===== src/rtl/move_pkg.sv =====
`timescale 1ns/1ps
// Shared ids, charDir codes, request payload and FSM encoding for the move scheduler.
// Latency: n/a (declarations only).
// Backpressure: n/a.
package move_pkg;

    localparam logic CHAR_CAT   = 1'b0;
    localparam logic CHAR_MOUSE = 1'b1;

    // charDir is {axis,dir}; the scheduler passes it through without decoding.
    localparam logic [1:0] DIR_LEFT  = 2'b00;
    localparam logic [1:0] DIR_RIGHT = 2'b01;
    localparam logic [1:0] DIR_UP    = 2'b10;
    localparam logic [1:0] DIR_DOWN  = 2'b11;

    typedef struct packed {
        logic axis;
        logic dir;
    } mv_req_t;

    typedef enum logic [1:0] {
        ST_IDLE   = 2'd0,
        ST_ISSUE  = 2'd1,
        ST_WAIT   = 2'd2,
        ST_COMMIT = 2'd3
    } state_t;

endpackage


===== src/rtl/move_cooldown.sv =====
`timescale 1ns/1ps
// Per-character request latch (latest wins) plus move cooldown counted in game ticks.
// Latency: a req is visible as eligible the cycle after it is sampled.
// Backpressure: none; requests are never refused, a newer one simply overwrites the older.
module move_cooldown
    import move_pkg::*;
#(
    parameter int COOLDOWN = 3,
    parameter int CD_W     = 4
) (
    input  logic    clk,
    input  logic    rst,
    input  logic    req,
    input  mv_req_t req_dat,
    input  logic    tick,
    input  logic    freeze,
    input  logic    grant,
    input  logic    commit,
    output logic    eligible,
    output mv_req_t stored
);

    logic            pending;
    logic [CD_W-1:0] cd_cnt;

    // Latch the newest request; a grant consumes it unless a req lands the same cycle.
    always_ff @(posedge clk) begin
        if (rst) begin
            pending <= 1'b0;
            stored  <= '0;
        end else if (req) begin
            pending <= 1'b1;
            stored  <= req_dat;
        end else if (grant) begin
            pending <= 1'b0;
        end
    end

    // Commit reloads the cooldown (beats a coincident tick); ticks count it down to 0.
    always_ff @(posedge clk) begin
        if (rst) begin
            cd_cnt <= '0;
        end else if (commit) begin
            cd_cnt <= CD_W'(COOLDOWN);
        end else if (tick && (cd_cnt != '0)) begin
            cd_cnt <= cd_cnt - 1'b1;
        end
    end

    assign eligible = pending && (cd_cnt == '0) && !freeze;

endmodule


===== src/rtl/move_scheduler.sv =====
`timescale 1ns/1ps
// Round-robin shares one direction_converter between cat and mouse and commits one move at a time.
// Latency: move_valid pulses 2+CONV_LAT cycles after the grant cycle.
// Backpressure: one move in flight; further requests stay pending until IDLE and cooldown allow.
module move_scheduler
    import move_pkg::*;
#(
    parameter int CONV_LAT       = 1,
    parameter int CAT_COOLDOWN   = 3,
    parameter int MOUSE_COOLDOWN = 2,
    parameter int CD_W           = 4
) (
    input  logic       clk,
    input  logic       rst,
    input  logic       tick,
    input  logic       freeze,
    input  logic       cat_req,
    input  logic       cat_dir,
    input  logic       cat_axis,
    input  logic       mouse_req,
    input  logic       mouse_dir,
    input  logic       mouse_axis,
    output logic       conv_dir,
    output logic       conv_axis,
    input  logic [1:0] conv_char_dir,
    output logic       busy,
    output logic       move_valid,
    output logic       move_char,
    output logic [1:0] move_dir
);

    state_t     state;
    logic       last_grant;
    logic       cur_char;
    logic [1:0] lat_cnt;

    logic       cat_elig,  mouse_elig;
    mv_req_t    cat_stored, mouse_stored;
    logic       grant_vld;
    logic       grant_id;
    mv_req_t    grant_dat;

    logic       cat_grant,  mouse_grant;
    logic       cat_commit, mouse_commit;

    move_cooldown #(.COOLDOWN(CAT_COOLDOWN), .CD_W(CD_W)) u_cat (
        .clk      (clk),
        .rst      (rst),
        .req      (cat_req),
        .req_dat  ({cat_axis, cat_dir}),
        .tick     (tick),
        .freeze   (freeze),
        .grant    (cat_grant),
        .commit   (cat_commit),
        .eligible (cat_elig),
        .stored   (cat_stored)
    );

    move_cooldown #(.COOLDOWN(MOUSE_COOLDOWN), .CD_W(CD_W)) u_mouse (
        .clk      (clk),
        .rst      (rst),
        .req      (mouse_req),
        .req_dat  ({mouse_axis, mouse_dir}),
        .tick     (tick),
        .freeze   (freeze),
        .grant    (mouse_grant),
        .commit   (mouse_commit),
        .eligible (mouse_elig),
        .stored   (mouse_stored)
    );

    // Arbitrate in IDLE: a lone eligible character wins, a tie goes to whoever did not win last.
    always_comb begin
        grant_vld = 1'b0;
        grant_id  = CHAR_CAT;
        if (state == ST_IDLE) begin
            if (cat_elig && mouse_elig) begin
                grant_vld = 1'b1;
                grant_id  = ~last_grant;
            end else if (cat_elig) begin
                grant_vld = 1'b1;
                grant_id  = CHAR_CAT;
            end else if (mouse_elig) begin
                grant_vld = 1'b1;
                grant_id  = CHAR_MOUSE;
            end
        end
    end

    assign grant_dat    = (grant_id == CHAR_MOUSE) ? mouse_stored : cat_stored;
    assign cat_grant    = grant_vld && (grant_id == CHAR_CAT);
    assign mouse_grant  = grant_vld && (grant_id == CHAR_MOUSE);
    assign cat_commit   = (state == ST_COMMIT) && (cur_char == CHAR_CAT);
    assign mouse_commit = (state == ST_COMMIT) && (cur_char == CHAR_MOUSE);

    // Sequencer: issue to the converter, wait out its latency, then emit a one-cycle commit.
    always_ff @(posedge clk) begin
        if (rst) begin
            state      <= ST_IDLE;
            last_grant <= 1'b0;
            cur_char   <= 1'b0;
            lat_cnt    <= '0;
            conv_dir   <= 1'b0;
            conv_axis  <= 1'b0;
            busy       <= 1'b0;
            move_valid <= 1'b0;
            move_char  <= 1'b0;
            move_dir   <= 2'b00;
        end else begin
            move_valid <= 1'b0;
            case (state)
                ST_IDLE: begin
                    if (grant_vld) begin
                        state      <= ST_ISSUE;
                        busy       <= 1'b1;
                        cur_char   <= grant_id;
                        last_grant <= grant_id;
                        conv_dir   <= grant_dat.dir;
                        conv_axis  <= grant_dat.axis;
                    end
                end
                ST_ISSUE: begin
                    state   <= ST_WAIT;
                    lat_cnt <= 2'(CONV_LAT - 1);
                end
                ST_WAIT: begin
                    if (lat_cnt == '0) begin
                        state      <= ST_COMMIT;
                        move_dir   <= conv_char_dir;
                        move_char  <= cur_char;
                        move_valid <= 1'b1;
                    end else begin
                        lat_cnt <= lat_cnt - 1'b1;
                    end
                end
                ST_COMMIT: begin
                    state <= ST_IDLE;
                    busy  <= 1'b0;
                end
                default: begin
                    state <= ST_IDLE;
                    busy  <= 1'b0;
                end
            endcase
        end
    end

endmodule


===== config.mk =====
export PLATFORM = sky130hd
export DESIGN_NAME = move_scheduler
export DESIGN_NICKNAME = d
export VERILOG_FILES = /design/src/rtl/move_pkg.sv /design/src/rtl/move_cooldown.sv /design/src/rtl/move_scheduler.sv
export SDC_FILE = /design/constraint.sdc
export NUM_CORES = 1
export LEC_CHECK = 0
export ABC_AREA = 1
export CAP_MARGIN = 5
export CORE_ASPECT_RATIO = 0.8
export CORE_MARGIN = 2
export CORE_UTILIZATION = 52
export DETAILED_ROUTE_END_ITERATION = 8
export HOLD_SLACK_MARGIN = 0.05
export PLACE_DENSITY_LB_ADDON = 0.3
export SLEW_MARGIN = 15
export SYNTH_ARGS = -nofsm -noshare
export SYNTH_HDL_FRONTEND = slang
export SYNTH_SLANG_ARGS = --single-unit

===== constraint.sdc =====
create_clock -name clk -period 1.65 [get_ports clk]
set_input_delay 0.33 -clock clk [delete_from_list [all_inputs] [get_ports clk]]
set_output_delay 0.33 -clock clk [all_outputs]
set_load 0.02 [all_outputs]

# After elaboration in Yosys (flattened, before gate mapping)
# Index checks and enable logic that the tools add are counted.
[op_classes]
eq_ne = 6
n_reduce_logical = 32
mux = 24
addsub = 3
n_bitwise = 3
[op_table]
columns = ["cell", "n"]
rows = [
  ["2-bit two-way mux", 8],
  ["1-bit two-way mux", 13],
  ["2-bit nonzero test", 6],
  ["1-bit logical AND", 11],
  ["2-bit AND reduction", 5],
  ["4-bit zero test", 2],
  ["2-bit case mux with 4 select lines", 1],
  ["4-bit nonzero test", 2],
  ["4-bit by 1-bit subtractor with 4-bit output (second input constant)", 2],
  ["2-bit inequality test (second input constant)", 3],
  ["2-bit OR reduction", 3],
  ["2-bit equality test (second input constant)", 2],
  ["2-bit zero test", 2],
  ["2-bit case mux with 2 select lines", 1],
  ["1-bit inverter", 3],
  ["2-bit by 1-bit equality test with 1-bit output (second input constant)", 1],
  ["1-bit case mux with 2 select lines", 1],
  ["2-bit by 1-bit subtractor with 2-bit output (second input constant)", 1],
  ["1-bit zero test", 1],
]
[totals]
elab_cells = 87
out_inout_bits = 7
ff_bits = 26
inputBits = 12

# Logic depth before layout (Yosys ltp)
# Gate-level depths: netlist of the first run.
[logic_depth]
word_depth = 11
mapped_depth = 9
ltp_nobuf = 9

# By module
# From an unflattened synthesis of the first run, not the netlist that was laid out.
[hier_totals]
hier_cells = 188
hier_area_um2 = 1341.3
[by_module_without_submodules]
columns = ["mod", "cells_each", "area_each_um2", "instances", "seq_area_each_um2"]
rows = [
  ["move_scheduler", 89, 626.9, 1, 240.2],
  ["move_cooldown (u_cat)", 51, 366.6, 1, 140.1],
  ["move_cooldown (u_mouse)", 48, 347.8, 1, 140.1],
]

# Worst setup path before layout of the first run
# Ideal clock, no wire load.
[synth_timing]
kind = "flip-flop to flip-flop"
startpoint = "reg u_cat.cd_cnt[0]"
endpoint = "reg u_cat.cd_cnt[3]"
t_arrival_ns = 1.129
setup_slack_ns = 0.400
synth_period_minus_slack_ns = 1.250
setup_time_ns = 0.122
required_ns = 1.528
path_stages_with_launch = 9
path_buffers = 0
cell_sequence = "dfxtp_1 -> inv_1 -> ha_1 -> nand2_1 -> nor2_2 -> nor2_2 -> nand2_1 -> nor3_1 -> nor3b_2"
[synth_between]
elab_chain_cells = 2
elab_cells_between_ends = 3
cone_classes = "add/sub (1); reduce/logical (2)"
[synth_rtl]
columns = ["element", "line", "rtl"]
rows = [
  ["from (decl)", "move_cooldown.sv:24", "logic [CD_W-1:0] cd_cnt;"],
  ["from (signal assigned)", "move_cooldown.sv:44", "cd_cnt <= CD_W'(COOLDOWN);"],
  ["from (signal assigned)", "move_cooldown.sv:46", "cd_cnt <= cd_cnt - 1'b1;"],
  ["parallel branches: the longest is 2 deep, another holds 4-bit by 1-bit subtractor with 4-bit output", "--", ""],
]
# Several ways; the timed one is not identified.
# A chain may end at the register's enable or synchronous reset.

# Worst setup path after layout of the first run
[layout_timing]
startpoint = "reg move_dir[0]"
endpoint = "out move_dir[0]"
[layout_lines]
columns = ["element", "line", "rtl"]
rows = [
  ["from (decl)", "move_scheduler.sv:29", "output logic [1:0] move_dir"],
  ["from (signal assigned)", "move_scheduler.sv:129", "move_dir <= conv_char_dir;"],
]
# No word-level cell between the ends.

==> impl_metrics.sql, run 1 <==
INSERT INTO impl_metrics (metric_group, metric, value, unit) VALUES
('grt', 'grt_antenna_before_repair', '0', ''),
('clock_network', 'post_cts.repair.setup_buffers', '0', ''),
('critical_path', 'cp_top_family', 'buffers and inverters', ''),
('critical_path', 'timing.critical_path.cells', 'clkdlybuf4s50_1', ''),
('clock_network', 'clock_tree.buffer_depth', '2', ''),
('clock_network', 'cts.reportedPaths.clkPinSlew', '130', 'ps'),
('clock_network', 'numClockSinks', '26', ''),
('job', 'maxCapViolCount', '0', ''),
('critical_path', 'cp_num_buf_inv', '1', ''),
('logic_synthesis', 'syn_avg_cell_area', '7.63', 'µm²'),
('grt', 'largest_net_degree_at_the_start_of_global_routing', '16', ''),
('critical_path', 'worst-endpoint-arrival', '1270', 'ps'),
('layout', 'stdcell_count', '217', ''),
('place', 'gpl.final_weighted_congestion', '0.841', ''),
('power_and_ir_drop', 'p_per_area', '1450', 'nW/µm²'),
('sta', 'setup_viol', '0', ''),
('layout', 'area_growth_syn_to_layout', '22.4', '%'),
('logic_synthesis', 'synth_cell_type_count', '26', ''),
('sta', 'final-max-slew-violation-count', '0', ''),
('place', 'dp.final_hpwl', '1990', 'µm'),
('layout', 'layout-drive-gt1-share', '11.1', '%'),
('critical_path', 'cp-start-kind', 'flip-flop', ''),
('layout', 'multi_input_comb_area', '648', 'µm²'),
('die', 'boundaryPins', '19', ''),
('critical_path', 'critPathCaptureType', 'primary output', ''),
('clock_network', 'cts.htree.levels', '1', ''),
('sta', 'finalCriticalPeriod', '1600', 'ps'),
('logic_synthesis', 'ys.warnings.count', '0', ''),
('sta', 'timing.fmax', '625', 'MHz'),
('layout', 'n_antenna_cell', '0', ''),
('status', 'outcome', 'complete, no violations', ''),
('sta', 'totalNegativeSetupSlack', '0', 'ps'),
('die', 'overall_die_area', '2880', 'µm²'),
('clock_network', 'tritoncts_buffer_count', '3', ''),
('grt', 'grt_overflow_total', '0', ''),
('detailed_routing', 'viasPerCell', '5.18', ''),
('critical_path', 'crit_path_category', 'reg -> out', ''),
('die', 'chipHeight', '48.4', 'µm'),
('sta', 'worst_slew_margin_rel', '84.6', '%'),
('die', 'start_util', '53.8', '%'),
('critical_path', 'critical_path.slowest_cell', 'clkdlybuf4s50_1', ''),
('layout', 'post-route-cell-area', '1570', 'µm²'),
('power_and_ir_drop', 'p_leak', '0.000763', 'µW'),
('clock_network', 'cts_tree', 'done', ''),
('layout', 'layout_commonest_cell', 'inv_1', ''),
('logic_synthesis', 'synth.ff_latch_count', '26', ''),
('detailed_routing', 'route.antenna.remaining_nets', '0', ''),
('clock_network', 'clk-insertion-delay-late', '320', 'ps'),
('detailed_routing', 'drcViolationCount', '0', ''),
('sta', 'final.hold.worst_slack', '483', 'ps'),
('sta', 'rsz_0062_raised_after_global_routing', 'false', ''),
('layout', 'layout.cells.most_common_list', '27 x inv_1, 26 x nand2_1, 26 x dfxtp_1', ''),
('logic_synthesis', 'netlist_area', '1280', 'µm²'),
('layout', 'utilization', '65.8', '%'),
('grt', 'grt_pass1_wl', '4530', 'µm'),
('place', 'place.detailed.instances', '213', ''),
('detailed_routing', 'wl', '2480', 'µm'),
('sta', 'final_hold_viol_count', '0', ''),
('logic_synthesis', 'post_synthesis_sequential_area_ratio', '40.6', '%'),
('logic_synthesis', 'syn_nets', '189', ''),
('logic_synthesis', 'postSynthCellCount', '168', ''),
('clock_network', 'cts.root.buffer_cell', 'clkbuf_4', ''),
('layout', 'filler_cell_count', '218', ''),
('sta', 'worst_pin_slew', '231', 'ps'),
('critical_path', 'crit_path_max_fanout', '2', ''),
('detailed_routing', 'detailroute.via_count', '1125', ''),
('detailed_routing', 'wl_per_cell', '11.4', 'µm'),
('power_and_ir_drop', 'irDropWorstVdd', '945', 'µV'),
('place', 'port-buffer-count', '18', ''),
('die', 'fp-row-count', '16', ''),
('layout', 'finalNetCount', '212', ''),
('die', 'die_width', '59.5', 'µm'),
('layout', 'seqCellArea', '520', 'µm²'),
('die', 'placeableCoreArea', '2380', 'µm²'),
('grt', 'grt_pass1_vias', '1099', ''),
('worst_hold_path', 'worstHoldPathType', 'reg -> reg', ''),
('place', 'post_dp_cell_area', '1500', 'µm²'),
('detailed_routing', 'initialDrtViolationCount', '48', ''),
('critical_path', 'cpPeakStageDelay', '600', 'ps'),
('sta', 'worst_clock_skew', '5.71', 'ps'),
('critical_path', 'critPathRequiredTime', '1320', 'ps'),
('grt', 'global_route.usage.total', '20.1', '%'),
('detailed_routing', 'dr.pass1.iters', '4', ''),
('sta', 'min_period_over_period', '96.9', '%');
sequential cells by signal, indices dropped and copies added (netlist names), 2 cells and up:
| signal | flops |
|---|---|
| u_cat.cd_cnt | 4 |
| u_mouse.cd_cnt | 4 |
| lat_cnt | 2 |
| move_dir | 2 |
| state | 2 |
| u_cat.stored | 2 |
| u_mouse.stored | 2 |
per-layer routing:
layer | GRT usage [%] | vias up | part of all wire [%]
met5 | 0 | - | 0
met4 | 3.33 | 0 | 1.2
met3 | 5.35 | 5 | 5.6
met2 | 35.2 | 28 | 49
met1 | 24.9 | 509 | 45
li1 | - | 583 | -
final timing paths:
check                   from         endpoint  slack [ps]  cells past startpoint
max reg2reg  u_cat.cd_cnt[0]        conv_axis         140                      8
max              move_dir[0]      move_dir[0]          50                      1
min          u_cat.cd_cnt[0]  u_cat.cd_cnt[0]         480                      2
min reg2reg  u_cat.cd_cnt[0]  u_cat.cd_cnt[0]         480                      2
what timing repair did:
item | CTS | global route
hold buffers | 0 | 0
setup endpoints to repair | 0 | 5
gates resized for setup | 0 | 5
hold endpoints to repair | 0 | 0
power breakdown:
group	internal, µW	switching (µW)
clock	246	184
combinational	385	590
sequential	771	97.8
total	1400	872
cell usage after synthesis:
library cell / instances / area share, %
and2_1: 1 / 0.49
nor3b_2: 1 / 0.98
nor3b_1: 1 / 0.59
nand3_2: 2 / 1.6
nor2_1: 20 / 5.9
nor2_4: 2 / 1.8
nand2_2: 1 / 0.49
inv_2: 1 / 0.29
nand4_1: 1 / 0.49
o21a_1: 2 / 1.2
a21oi_4: 1 / 1.3
o21ai_0: 13 / 5.1
inv_1: 27 / 7.9
clkbuf_1: 2 / 0.59
a31oi_1: 1 / 0.49
nand3_1: 8 / 3.1
dfxtp_1: 26 / 41
a21oi_2: 1 / 0.68
or2_2: 1 / 0.49
ha_1: 9 / 8.8
a21oi_1: 14 / 5.5
nor2_2: 4 / 2.0
nand2_1: 26 / 7.6
o22ai_1: 1 / 0.49
nand3_4: 1 / 1.4
nor3_1: 1 / 0.39
cells by family after synthesis:
| group | synth area share [%] |
|---|---|
| AND/OR/NAND/NOR | 27.1 |
| adder cells (fa/ha/maj) | 8.79 |
| flip-flops | 40.6 |
| buffers and inverters | 8.79 |
| AO/OA/AOI/OAI | 14.6 |
per-stage QoR:
| step | total power, µW | setup slack, ps |
|---|---|---|
| floorplan | 1580 | 400 |
| global route | 2470 | 7.74 |
| finish | 2270 | 51.1 |
| CTS | 2290 | 14.4 |
| detailed placement | 1860 | 50.7 |
| global placement | 1810 | 83.8 |
area by class of cell:
cell class,count,share of cell area [%]
Tap cell,27,2.15
Clock buffer,3,1.44
Clock inverter,1,1.92
Timing Repair Buffer,20,13.2
Inverter,28,6.70
Multi-Input combinational cell,112,41.3
Sequential cell,26,33.2
Power figures use the tool's default switching activity.
==> run 2, diff against run 1 <==
--- a/config.mk
+++ b/config.mk
@@ -7,9 +7,10 @@
 export LEC_CHECK = 0
 export ABC_AREA = 1
 export CAP_MARGIN = 5
-export CORE_ASPECT_RATIO = 0.8
+export CELL_PAD_IN_SITES_DETAIL_PLACEMENT = 1
+export CELL_PAD_IN_SITES_GLOBAL_PLACEMENT = 1
 export CORE_MARGIN = 2
-export CORE_UTILIZATION = 52
+export CORE_UTILIZATION = 38
 export DETAILED_ROUTE_END_ITERATION = 8
 export HOLD_SLACK_MARGIN = 0.05
 export PLACE_DENSITY_LB_ADDON = 0.3
==> impl_metrics.sql, run 2 (synthesis gave the netlist of run 1 again) <==
INSERT INTO impl_metrics (metric_group, metric, value, unit) VALUES
('grt', 'global_route.usage.total', '16.8', '%'),
('sta', 'min_period_over_period', '95.6', '%'),
('sta', 'worst_slew_margin_rel', '83.8', '%'),
('sta', 'worst_clock_skew', '4.76', 'ps'),
('critical_path', 'rr_worst_depth', '9', ''),
('grt', 'grt_antenna_before_repair', '0', ''),
('detailed_routing', 'wl', '2920', 'µm'),
('layout', 'layout-drive-gt1-share', '11.1', '%'),
('die', 'fp-row-count', '21', ''),
('power_and_ir_drop', 'p_per_area', '1400', 'nW/µm²'),
('clock_network', 'clock_tree.buffer_depth', '2', ''),
('place', 'gpl.final_weighted_congestion', '0.768', ''),
('clock_network', 'post_cts.repair.setup_buffers', '0', ''),
('critical_path', 'path_depth', '1', ''),
('critical_path', 'worst-endpoint-arrival', '1250', 'ps'),
('sta', 'worst_pin_slew', '243', 'ps'),
('clock_network', 'cts-hold-fix-buffers', '0', ''),
('detailed_routing', 'initialDrtViolationCount', '46', ''),
('die', 'die_width', '62.1', 'µm'),
('layout', 'stdcell_count', '236', ''),
('detailed_routing', 'dr.pass1.iters', '4', ''),
('worst_hold_path', 'hold_path_startpoint', 'lat_cnt[0]', ''),
('layout', 'finalNetCount', '212', ''),
('clock_network', 'numClockSinks', '26', ''),
('critical_path', 'crit_path_category', 'reg -> out', ''),
('layout', 'n_antenna_cell', '0', ''),
('status', 'outcome', 'complete, no violations', ''),
('place', 'place.detailed.instances', '232', ''),
('die', 'placeableCoreArea', '3280', 'µm²'),
('sta', 'totalNegativeSetupSlack', '0', 'ps'),
('detailed_routing', 'drcViolationCount', '0', ''),
('layout', 'area_growth_syn_to_layout', '22.9', '%'),
('sta', 'final.hold.worst_slack', '481', 'ps'),
('worst_hold_path', 'worstHoldPathCells', '1', ''),
('critical_path', 'rr_startpoint', 'u_cat.cd_cnt[0]', ''),
('clock_network', 'clk-insertion-delay-late', '320', 'ps'),
('grt', 'grt_overflow_total', '0', ''),
('die', 'start_util', '39.0', '%'),
('layout', 'biggestRegsByFlops', 'u_cat.cd_cnt: 4 flops, u_mouse.cd_cnt: 4 flops', ''),
('layout', 'post-route-cell-area', '1570', 'µm²'),
('critical_path', 'cp-start-kind', 'flip-flop', ''),
('grt', 'grt_pass1_vias', '1088', ''),
('place', 'post_dp_cell_area', '1530', 'µm²'),
('layout', 'layout_commonest_cell', 'inv_1', ''),
('die', 'overall_die_area', '3850', 'µm²'),
('job', 'maxCapViolCount', '0', ''),
('clock_network', 'cts_tree', 'done', ''),
('clock_network', 'cts.root.buffer_cell', 'clkbuf_4', ''),
('critical_path', 'critPathCaptureType', 'primary output', ''),
('sta', 'setup_viol', '0', ''),
('grt', 'largest_net_degree_at_the_start_of_global_routing', '15', ''),
('sta', 'final_hold_viol_count', '0', ''),
('sta', 'timing.fmax', '634', 'MHz'),
('clock_network', 'tritoncts_buffer_count', '3', ''),
('critical_path', 'cpPeakStageDelay', '600', 'ps'),
('clock_network', 'cts.htree.levels', '1', ''),
('critical_path', 'critical_path.slowest_cell', 'clkdlybuf4s50_1', ''),
('critical_path', 'timing.critical_path.cells', 'clkdlybuf4s50_1', ''),
('die', 'chipHeight', '62.1', 'µm'),
('detailed_routing', 'detailroute.via_count', '1131', ''),
('sta', 'final-max-slew-violation-count', '0', ''),
('layout', 'filler_cell_count', '424', ''),
('critical_path', 'crit_path_max_fanout', '1', ''),
('place', 'dp.final_hpwl', '2370', 'µm'),
('place', 'port-buffer-count', '18', ''),
('critical_path', 'cp_num_buf_inv', '1', ''),
('clock_network', 'cts.reportedPaths.clkPinSlew', '140', 'ps'),
('layout', 'layout.cells.most_common_list', '27 x inv_1, 26 x nand2_1, 26 x dfxtp_1', ''),
('critical_path', 'timing.critical_path.from', 'move_valid', ''),
('die', 'boundaryPins', '19', ''),
('detailed_routing', 'viasPerCell', '4.79', ''),
('sta', 'finalCriticalPeriod', '1580', 'ps'),
('grt', 'grt_pass1_wl', '4750', 'µm'),
('power_and_ir_drop', 'irDropWorstVdd', '526', 'µV'),
('critical_path', 'cp_top_family', 'buffers and inverters', ''),
('power_and_ir_drop', 'p_leak', '0.000760', 'µW'),
('detailed_routing', 'wl_per_cell', '12.4', 'µm'),
('worst_hold_path', 'worstHoldPathType', 'reg -> reg', ''),
('detailed_routing', 'route.antenna.remaining_nets', '0', ''),
('critical_path', 'critPathRequiredTime', '1320', 'ps'),
('sta', 'rsz_0062_raised_after_global_routing', 'false', '');
[run 2: cell types whose count changed in the layout (fill, tap and decap cells not counted), sizes merged]
cell,previous run,this run
dlygate4sd2,0,1
bufinv,1,0
clkdlybuf4s50,13,12
clkbuf,3,4
[run 2: where the power goes]
group          internal (µW)  leakage (µW)  switching, µW
combinational            385      0.000526            615
sequential               771      0.000213           98.7
clock                    135     0.0000210            193
[run 2: what timing repair did]
action / in CTS / in global routing
pin swaps: 0 / 0
setup endpoints to repair: 1 / 5
resized for setup: 1 / 5
[run 2: worst paths after layout]
path                         to  slack [ps]
hold / removal       lat_cnt[0]         480
setup / recovery     move_valid          70
hold reg to reg      lat_cnt[0]         480
setup reg to reg  u_cat.pending         140
[run 2: area by class of cell]
class,count,area (µm²),share of cell area [%]
clock buffers,4,36.3,2.31
inverters,28,105,6.68
multi-input cells,112,648,41.2
flip-flops and latches,26,520,33.1
well taps,46,57.6,3.66
repair buffers,20,206,13.1
[run 2: through the flow]
step	setup slack (ps)	total power, µW	util [%]
floorplan	400	1580	-
global placement	51.9	1830	46.5
detailed placement	36.4	1900	46.5
CTS	9.35	2230	47.5
global route	11.3	2400	47.9
finish	72.5	2200	47.9
[run 2: routing by layer]
layer  wire length (µm)  global-route usage (%)  vias to the layer above
met4                 46                    5.47                        0
li1                   -                       -                      579
met3                 53                    1.86                        6
met2               1500                    30.5                       12
met5                  0                       0                        -
met1               1310                    20.5                      534
